--- src/rtl/piso_serializer.sv ---
// Parallel-in/serial-out stage: accepts a WIDTH-bit word over valid/ready and
// emits it one bit per shift_en slot, reloading on the last slot with no bubble.
module piso_serializer #(
    parameter int WIDTH     = 4,
    parameter bit MSB_FIRST = 1'b1
) (
    input  logic             clk,
    input  logic             reset,
    input  logic [WIDTH-1:0] load_data,
    input  logic             load_valid,
    output logic             load_ready,
    input  logic             shift_en,
    output logic             serial_out,
    output logic             serial_valid,
    output logic             last_bit
);

    localparam int CNT_W = $clog2(WIDTH);

    typedef enum logic {
        IDLE,
        SHIFT
    } state_t;

    state_t             r_state;
    logic [WIDTH-1:0]   r_shreg;
    logic [CNT_W-1:0]   r_cnt;
    logic               r_valid;

    logic               w_last;
    logic               w_accept;
    logic               w_consume;

    assign w_last     = (r_state == SHIFT) && (r_cnt == CNT_W'(WIDTH - 1));
    // Gated by reset so no word can be taken while reset is being applied
    assign load_ready = reset && ((r_state == IDLE) || (w_last && shift_en));
    assign w_accept   = load_valid && load_ready;
    assign w_consume  = (r_state == SHIFT) && shift_en;

    // shreg is zero whenever idle, so the output bit is 0 outside a word
    assign serial_out   = MSB_FIRST ? r_shreg[WIDTH-1] : r_shreg[0];
    assign serial_valid = r_valid;
    assign last_bit     = w_last;

    always_ff @(posedge clk) begin
        if (!reset) begin
            r_state <= IDLE;
            r_shreg <= '0;
            r_cnt   <= '0;
            r_valid <= 1'b0;
        end else if (w_accept) begin
            r_state <= SHIFT;
            r_shreg <= load_data;
            r_cnt   <= '0;
            r_valid <= 1'b1;
        end else if (w_consume) begin
            if (w_last) begin
                r_state <= IDLE;
                r_shreg <= '0;
                r_cnt   <= '0;
                r_valid <= 1'b0;
            end else begin
                r_shreg <= MSB_FIRST ? {r_shreg[WIDTH-2:0], 1'b0}
                                     : {1'b0, r_shreg[WIDTH-1:1]};
                r_cnt   <= r_cnt + CNT_W'(1);
            end
        end
    end

endmodule

--- config.mk ---
export PLATFORM = sky130hd
export DESIGN_NAME = piso_serializer
export DESIGN_NICKNAME = d
export VERILOG_FILES = /design/src/rtl/piso_serializer.sv
export SDC_FILE = /design/constraint.sdc
export NUM_CORES = 1
export LEC_CHECK = 0
export ABC_AREA = 1
export BUFFER_PORTS_ARGS = -buffer_cell sky130_fd_sc_hd__buf_4
export CAP_MARGIN = 0
export CORE_AREA = 3 3 40 42
export DETAILED_ROUTE_END_ITERATION = 10
export DIE_AREA = 0 0 43 45
export PLACE_DENSITY = 0.58
export SYNTH_ARGS = -nofsm -noshare
export SYNTH_HDL_FRONTEND = slang
export SYNTH_SLANG_ARGS = --single-unit
--- constraint.sdc ---
create_clock -name clk -period 1.2 [get_ports clk]
set_input_delay 0.06 -clock clk [delete_from_list [all_inputs] [get_ports clk]]
set_output_delay 0.06 -clock clk [all_outputs]
set_load 0.02 [all_outputs]
==> flow_metrics.py, run 1 <==
metrics = {
    "layout": {
        "layoutNonFillerInstCount": 86,
        "nets": 81,
        "mostFrequentLayoutCell": "sky130_fd_sc_hd__buf_4",
        "layout-area-overhead-vs-synth_pct": 38.2,
        "final_layout_size_suffix_gt1_frac": 0.437,
        "layout.cells.most_common_list": "14 x sky130_fd_sc_hd__buf_4, 9 x sky130_fd_sc_hd__nand2_1, 8 x sky130_fd_sc_hd__nand3_1, 6 x sky130_fd_sc_hd__inv_1, 6 x sky130_fd_sc_hd__a21oi_1",
        "num_antenna_cells": 0,
        "final_cell_area_um2": 562,
    },
    "place": {
        "dpl.hpwl_um": 637,
        "place_ws_ns": 0.0221,
        "dp.cells": 81,
        "placed_cell_area_um2": 524,
        "count_of_input_and_output_buffers": 11,
        "global_placement_routability_congestion": 0.782,
    },
    "pwr": {
        "pwr-share-seq": 0.426,
        "switching_share": 0.280,
        "cellPowerDensity_nw_per_um2": 1080,
        "netsw_uw": 170,
        "leakage_power_figure_uw": 0.000269,
        "ir_drop_v": 0.000450,
        "pwr-share-comb": 0.219,
        "internal-power_uw": 437,
        "power.clock.fraction": 0.356,
    },
    "setup_path": {
        "required_ns": 1.14,
        "signal_arrival_time_at_the_worst_endpoint_ns": 1.11,
        "path_max_fanout": 3,
        "critical_path.startpoint_type": "flip-flop",
        "end_kind": "primary output",
        "critPathKind": "flip-flop to primary output",
    },
    "outcome": {
        "outcome": "finished, final reports clean",
    },
    "clocking": {
        "cts.sink_count": 7,
        "tritoncts": "built",
        "ctsRootBufferMaster": "sky130_fd_sc_hd__clkbuf_4",
        "ctsHtreeMaxLevel": 1,
        "insertion_delay_ns": 0.25,
        "clk_pin_slew_ns": 0.05,
        "cts-buffers-inserted": 3,
        "clock_tree.buffer_depth": 2,
    },
    "synth": {
        "synth_simple_gate_area_share": 0.372,
        "multiplexer_area_fraction_after_synthesis": 0,
        "synth-adder-area-share": 0.0308,
        "synthDistinctLibCells": 18,
        "synth-seq-cells": 7,
        "combinational_family_with_the_most_area_after_synthesis": "simple AND/OR/NAND/NOR gates",
        "post_synth.cell_area_avg_um2": 7.53,
        "synthesized_area_fraction_occupied_by_ao_oa_aoi_and_oai_cells": 0.160,
        "synth_area_um2": 407,
        "netlist_instances": 54,
        "register_area_share_after_synthesis": 0.345,
        "synthXorXnorAreaFrac": 0,
        "syn_nets": 63,
        "synth_top_cells_by_area": "sky130_fd_sc_hd__dfxtp_1 34%, sky130_fd_sc_hd__nand3_1 9.8%, sky130_fd_sc_hd__nand2_1 8.3%",
        "synth_top_cell_by_area": "sky130_fd_sc_hd__dfxtp_1",
        "ys_warn_count": 0,
        "synth_largest_type_area_fraction": 0.345,
    },
    "floorplanning": {
        "fp.coreArea_um2": 1280,
        "die-height_um": 45,
        "number_of_placed_i_o_pins": 12,
        "fp.dieArea_um2": 1940,
        "die_span_x_um": 43,
        "start_util": 0.316,
        "rows": 13,
    },
    "timing": {
        "sum_of_negative_setup_slack_ns": 0,
        "period_needed_ns": 1.17,
        "hold_ws_ns": 0.0875,
        "timing.clock.skew_ns": 0.00341,
        "max_freq_ghz": 0.852,
        "worst_slew_margin_rel": 0.872,
        "max_slew.worst_pin.slew_ns": 0.192,
        "fin_crit_sh": 0.978,
        "report.final.slew_viol_count": 0,
        "rsz0062_at_grt": "true",
        "setup_violation_total_in_the_final_timing_report": 0,
        "timing_hold_violations_final": 0,
        "setup_ws_ns": 0.0261,
    },
    "route": {
        "routed_wirelength_um": 903,
        "antenna_violating_nets_post_route": 0,
        "detail_route.drc_violations": 0,
        "detailedRoute.firstIterationViolations": 5,
        "routedWlPerCell_um": 10.5,
        "routed-via-count": 398,
        "dr.pass1.iters": 4,
        "detail_route.vias_per_cell": 4.63,
    },
    "global_route": {
        "maximum_number_of_pins_on_one_net_before_global_route_repair": 11,
        "gr-usage-all-layers": 0.116,
        "grt_first_pass_wirelength_um": 1550,
        "via_count_of_the_first_global_routing_pass": 330,
        "antenna_found_initial": 0,
        "globalRouteOverflowTotal": 0,
    },
    "job": {
        "cap_viol_max_count": 0,
    },
    "min_path": {
        "hold_path_class": "primary input to flip-flop",
    },
}
## per-layer routing
metal	routed length (µm)	global-route usage	vias to the layer above
li1	-	-	212
met1	422	0.142	173
met2	422	0.147	11
met3	47	0.0637	2
met4	11	0.0904	0
met5	0	0	-
## worst max-delay path, stage by stage (launching register included)
cell and delay, ns:
sky130_fd_sc_hd__dfxtp_2 0.36, sky130_fd_sc_hd__ha_4 0.15, sky130_fd_sc_hd__nand2_2 0.07, sky130_fd_sc_hd__a21oi_4 0.13
sky130_fd_sc_hd__buf_4 0.16
## per-stage QoR
step,power (µW),util
global placement,392,0.408
CTS,622,0.437
floorplan,344,-
global route,657,0.437
finish,608,0.437
detailed placement,391,0.408
## power by group through the flow
stage / clock (µW) / combinational (µW) / sequential [µW]
floorplan: 0 / 80.0 / 264
global placement: 0 / 129 / 263
detailed placement: 0 / 128 / 262
CTS: 229 / 134 / 258
global route: 248 / 149 / 261
finish: 216 / 133 / 259
## sequential cells by signal, summed over array words and instances, names as in the netlist
register,cells
r_shreg,4
serial_valid,1
r_cnt,2
## Yosys cell counts
cell type / count
sky130_fd_sc_hd__nand2_2: 3
sky130_fd_sc_hd__inv_1: 6
sky130_fd_sc_hd__nor2_2: 3
sky130_fd_sc_hd__nand3_4: 1
sky130_fd_sc_hd__o21ai_2: 1
sky130_fd_sc_hd__nand3b_1: 1
sky130_fd_sc_hd__and2_1: 1
sky130_fd_sc_hd__nor3_1: 1
sky130_fd_sc_hd__a21oi_1: 6
sky130_fd_sc_hd__inv_2: 1
sky130_fd_sc_hd__nand3_1: 8
sky130_fd_sc_hd__ha_1: 1
sky130_fd_sc_hd__buf_6: 1
sky130_fd_sc_hd__nor2_1: 1
sky130_fd_sc_hd__dfxtp_1: 7
sky130_fd_sc_hd__a21oi_4: 1
sky130_fd_sc_hd__o21ai_1: 2
sky130_fd_sc_hd__nand2_1: 9
## what timing repair did
| action | in CTS | in global routing |
|---|---|---|
| hold buffers | 0 | 0 |
| pin swaps | 1 | 0 |
| endpoints found under the setup margin | 1 | 4 |
| setup buffers | 1 | 0 |
| gates resized for setup | 3 | 0 |
## cells by family (layout without fill, tap and decap cells)
group	Yosys count	count (layout)
compound gates	10	10
fa+ha+maj	1	1
buf+inv	8	25
flops	7	7
simple gates	28	28
## path summary, 6_finish.rpt
check          startpoint          to  slack, ns  cells past startpoint
max              r_cnt[0]  load_ready       0.03                      4
min          load_data[0]  r_shreg[0]       0.09                      3
max reg2reg      r_cnt[0]  r_shreg[3]       0.06                      8
min reg2reg      r_cnt[1]    r_cnt[1]       0.49                      2
## area by class of cell
| class | instances | area [µm²] |
|---|---|---|
| fillers | 142 | 723 |
| multi-input cells | 39 | 241 |
| flip-flops and latches | 7 | 144 |
| repair buffers | 14 | 105 |
| clock buffers | 4 | 26.3 |
| inverters | 7 | 26.3 |
| well taps | 15 | 18.8 |
Power figures use the tool's default switching activity.
==> run 2, diff against run 1 <==
--- a/config.mk
+++ b/config.mk
@@ -11,7 +11,9 @@
 export CORE_AREA = 3 3 40 42
 export DETAILED_ROUTE_END_ITERATION = 10
 export DIE_AREA = 0 0 43 45
-export PLACE_DENSITY = 0.58
+export MAX_ROUTING_LAYER = met4
+export PLACE_DENSITY = 0.56
+export SETUP_SLACK_MARGIN = 0.15
 export SYNTH_ARGS = -nofsm -noshare
 export SYNTH_HDL_FRONTEND = slang
 export SYNTH_SLANG_ARGS = --single-unit
==> constraint.sdc (replaced) <==
create_clock -name clk -period 1.1 [get_ports clk]
set_input_delay 0.055 -clock clk [delete_from_list [all_inputs] [get_ports clk]]
set_output_delay 0.055 -clock clk [all_outputs]
set_load 0.02 [all_outputs]
==> flow_metrics.py, run 2 (synthesis results as in run 1) <==
metrics = {
    "route": {
        "dr.pass1.iters": 4,
        "detail_route.drc_violations": 0,
        "antenna_violating_nets_post_route": 0,
        "routed_wirelength_um": 972,
        "detailedRoute.firstIterationViolations": 10,
        "routed-via-count": 403,
        "detail_route.vias_per_cell": 4.63,
        "routedWlPerCell_um": 11.2,
    },
    "clocking": {
        "insertion_delay_ns": 0.25,
        "clk_pin_slew_ns": 0.06,
        "clock_tree.buffer_depth": 2,
        "tritoncts": "built",
        "ctsHtreeMaxLevel": 1,
        "ctsHoldBuffers": 0,
        "cts.sink_count": 7,
        "ctsRootBufferMaster": "sky130_fd_sc_hd__clkbuf_4",
        "cts-buffers-inserted": 3,
    },
    "layout": {
        "final_layout_size_suffix_gt1_frac": 0.486,
        "layout.cells.most_common_list": "11 x sky130_fd_sc_hd__buf_4, 9 x sky130_fd_sc_hd__nand2_1, 7 x sky130_fd_sc_hd__nand3_1, 5 x sky130_fd_sc_hd__a21oi_1, 5 x sky130_fd_sc_hd__inv_1",
        "num_antenna_cells": 0,
        "mostFrequentLayoutCell": "sky130_fd_sc_hd__buf_4",
        "layout-area-overhead-vs-synth_pct": 46.8,
        "regMostFlops": "r_shreg",
        "largest_register_ff_count": 4,
        "nets": 82,
    },
    "global_route": {
        "globalRouteOverflowTotal": 0,
        "gr-usage-all-layers": 0.111,
        "maximum_number_of_pins_on_one_net_before_global_route_repair": 11,
        "grt_first_pass_wirelength_um": 1490,
        "antenna_found_initial": 0,
        "via_count_of_the_first_global_routing_pass": 325,
    },
    "pwr": {
        "ir_drop_v": 0.000458,
        "cellPowerDensity_nw_per_um2": 1130,
        "leakage_power_figure_uw": 0.000282,
        "report.power.total_uw": 677,
    },
    "timing": {
        "rsz0062_at_grt": "true",
        "fin_crit_sh": 1.05,
        "timing.clock.skew_ns": 0.00116,
        "setup_ws_ns": -0.0574,
        "setup_violation_total_in_the_final_timing_report": 4,
        "worst_slew_margin_rel": 0.860,
        "sum_of_negative_setup_slack_ns": -0.162,
        "max_freq_ghz": 0.864,
        "report.final.slew_viol_count": 0,
        "max_slew.worst_pin.slew_ns": 0.209,
        "hold_ws_ns": 0.0821,
        "period_needed_ns": 1.16,
        "timing_hold_violations_final": 0,
    },
    "setup_path": {
        "signal_arrival_time_at_the_worst_endpoint_ns": 1.10,
        "timing.critical_path.slowest_cell_delay_ns": 0.35,
        "required_ns": 1.04,
        "path_max_fanout": 3,
        "cpLargestDelayFamily": "flip-flops",
        "cp_cell_sequence": "ha_4 > nand2_4 > a21oi_4 > buf_6",
        "cp_slowest_cell": "sky130_fd_sc_hd__dfxtp_2",
        "regToRegStartpoint": "r_cnt[1]",
        "path_buf_inv": 1,
        "critical_path.startpoint_type": "flip-flop",
        "critPathKind": "flip-flop to primary output",
        "crit_path_start": "r_cnt[1]",
        "end_kind": "primary output",
        "r2r_slack_ns": -0.05,
    },
    "job": {
        "cap_viol_max_count": 0,
    },
    "min_path": {
        "hold_path_class": "primary input to flip-flop",
        "min-delay-start": "load_data[0]",
    },
    "floorplanning": {
        "die-height_um": 45,
        "rows": 13,
        "fp.dieArea_um2": 1940,
        "die_span_x_um": 43,
        "start_util": 0.316,
        "fp.coreArea_um2": 1280,
        "number_of_placed_i_o_pins": 12,
    },
    "place": {
        "global_placement_routability_congestion": 0.761,
        "place_ws_ns": -0.0213,
        "dpl.hpwl_um": 661,
        "count_of_input_and_output_buffers": 11,
    },
    "outcome": {
        "outcome": "complete, but fails checks",
        "violations": "setup timing",
    },
}
-- run 2: path summary, 6_finish.rpt --
| kind | endpoint | cells past startpoint |
|---|---|---|
| worst max register to register | r_shreg[3] | 8 |
| worst min register to register | r_shreg[0] | 2 |
| worst min-delay path | r_shreg[0] | 3 |
| worst max-delay path | load_ready | 4 |
-- run 2: timing repair --
item / CTS / global route
setup endpoints to repair: 9 / 10
setup buffers: 1 / 0
cloned: 0 / 1
pin swaps: 2 / 1
gates resized for setup: 3 / 3
-- run 2: layout make-up --
cell class              instances  area [µm²]
well taps                      15        18.8
flip-flops and latches          7         144
fillers                       134         688
multi-input cells              40         265
clock buffers                   4        26.3
repair buffers                 14         116
inverters                       7        26.3
-- run 2: where the power goes --
part	internal (µW)	leakage (µW)	switching, µW	total [µW]
clock network	139	0.0000150	98.9	238
logic	73.5	0.000208	82.8	156
registers	270	0.0000586	13.0	283
-- run 2: worst register-to-register path: cells and delay by family (launching register included) --
family / cells / cell delay [ns]
compound gates: 1 / 0.15
fa+ha+maj: 1 / 0.16
buf+inv: 2 / 0.17
flops: 1 / 0.35
simple gates: 4 / 0.25
-- run 2: metal layers --
layer	global-route usage	up-vias	routed length (µm)
li1	-	216	-
met1	0.150	176	477
met2	0.135	9	431
met3	0.0398	2	52
met4	0.0723	0	10
met5	-	-	0
-- run 2: per-stage QoR --
stage,cells,cell area (µm²),util
after floorplan,54,428,-
final,87,597,0.464
after global placement,81,533,0.415
after global routing,87,597,0.464
after detailed placement,81,533,0.415
after CTS,86,578,0.450
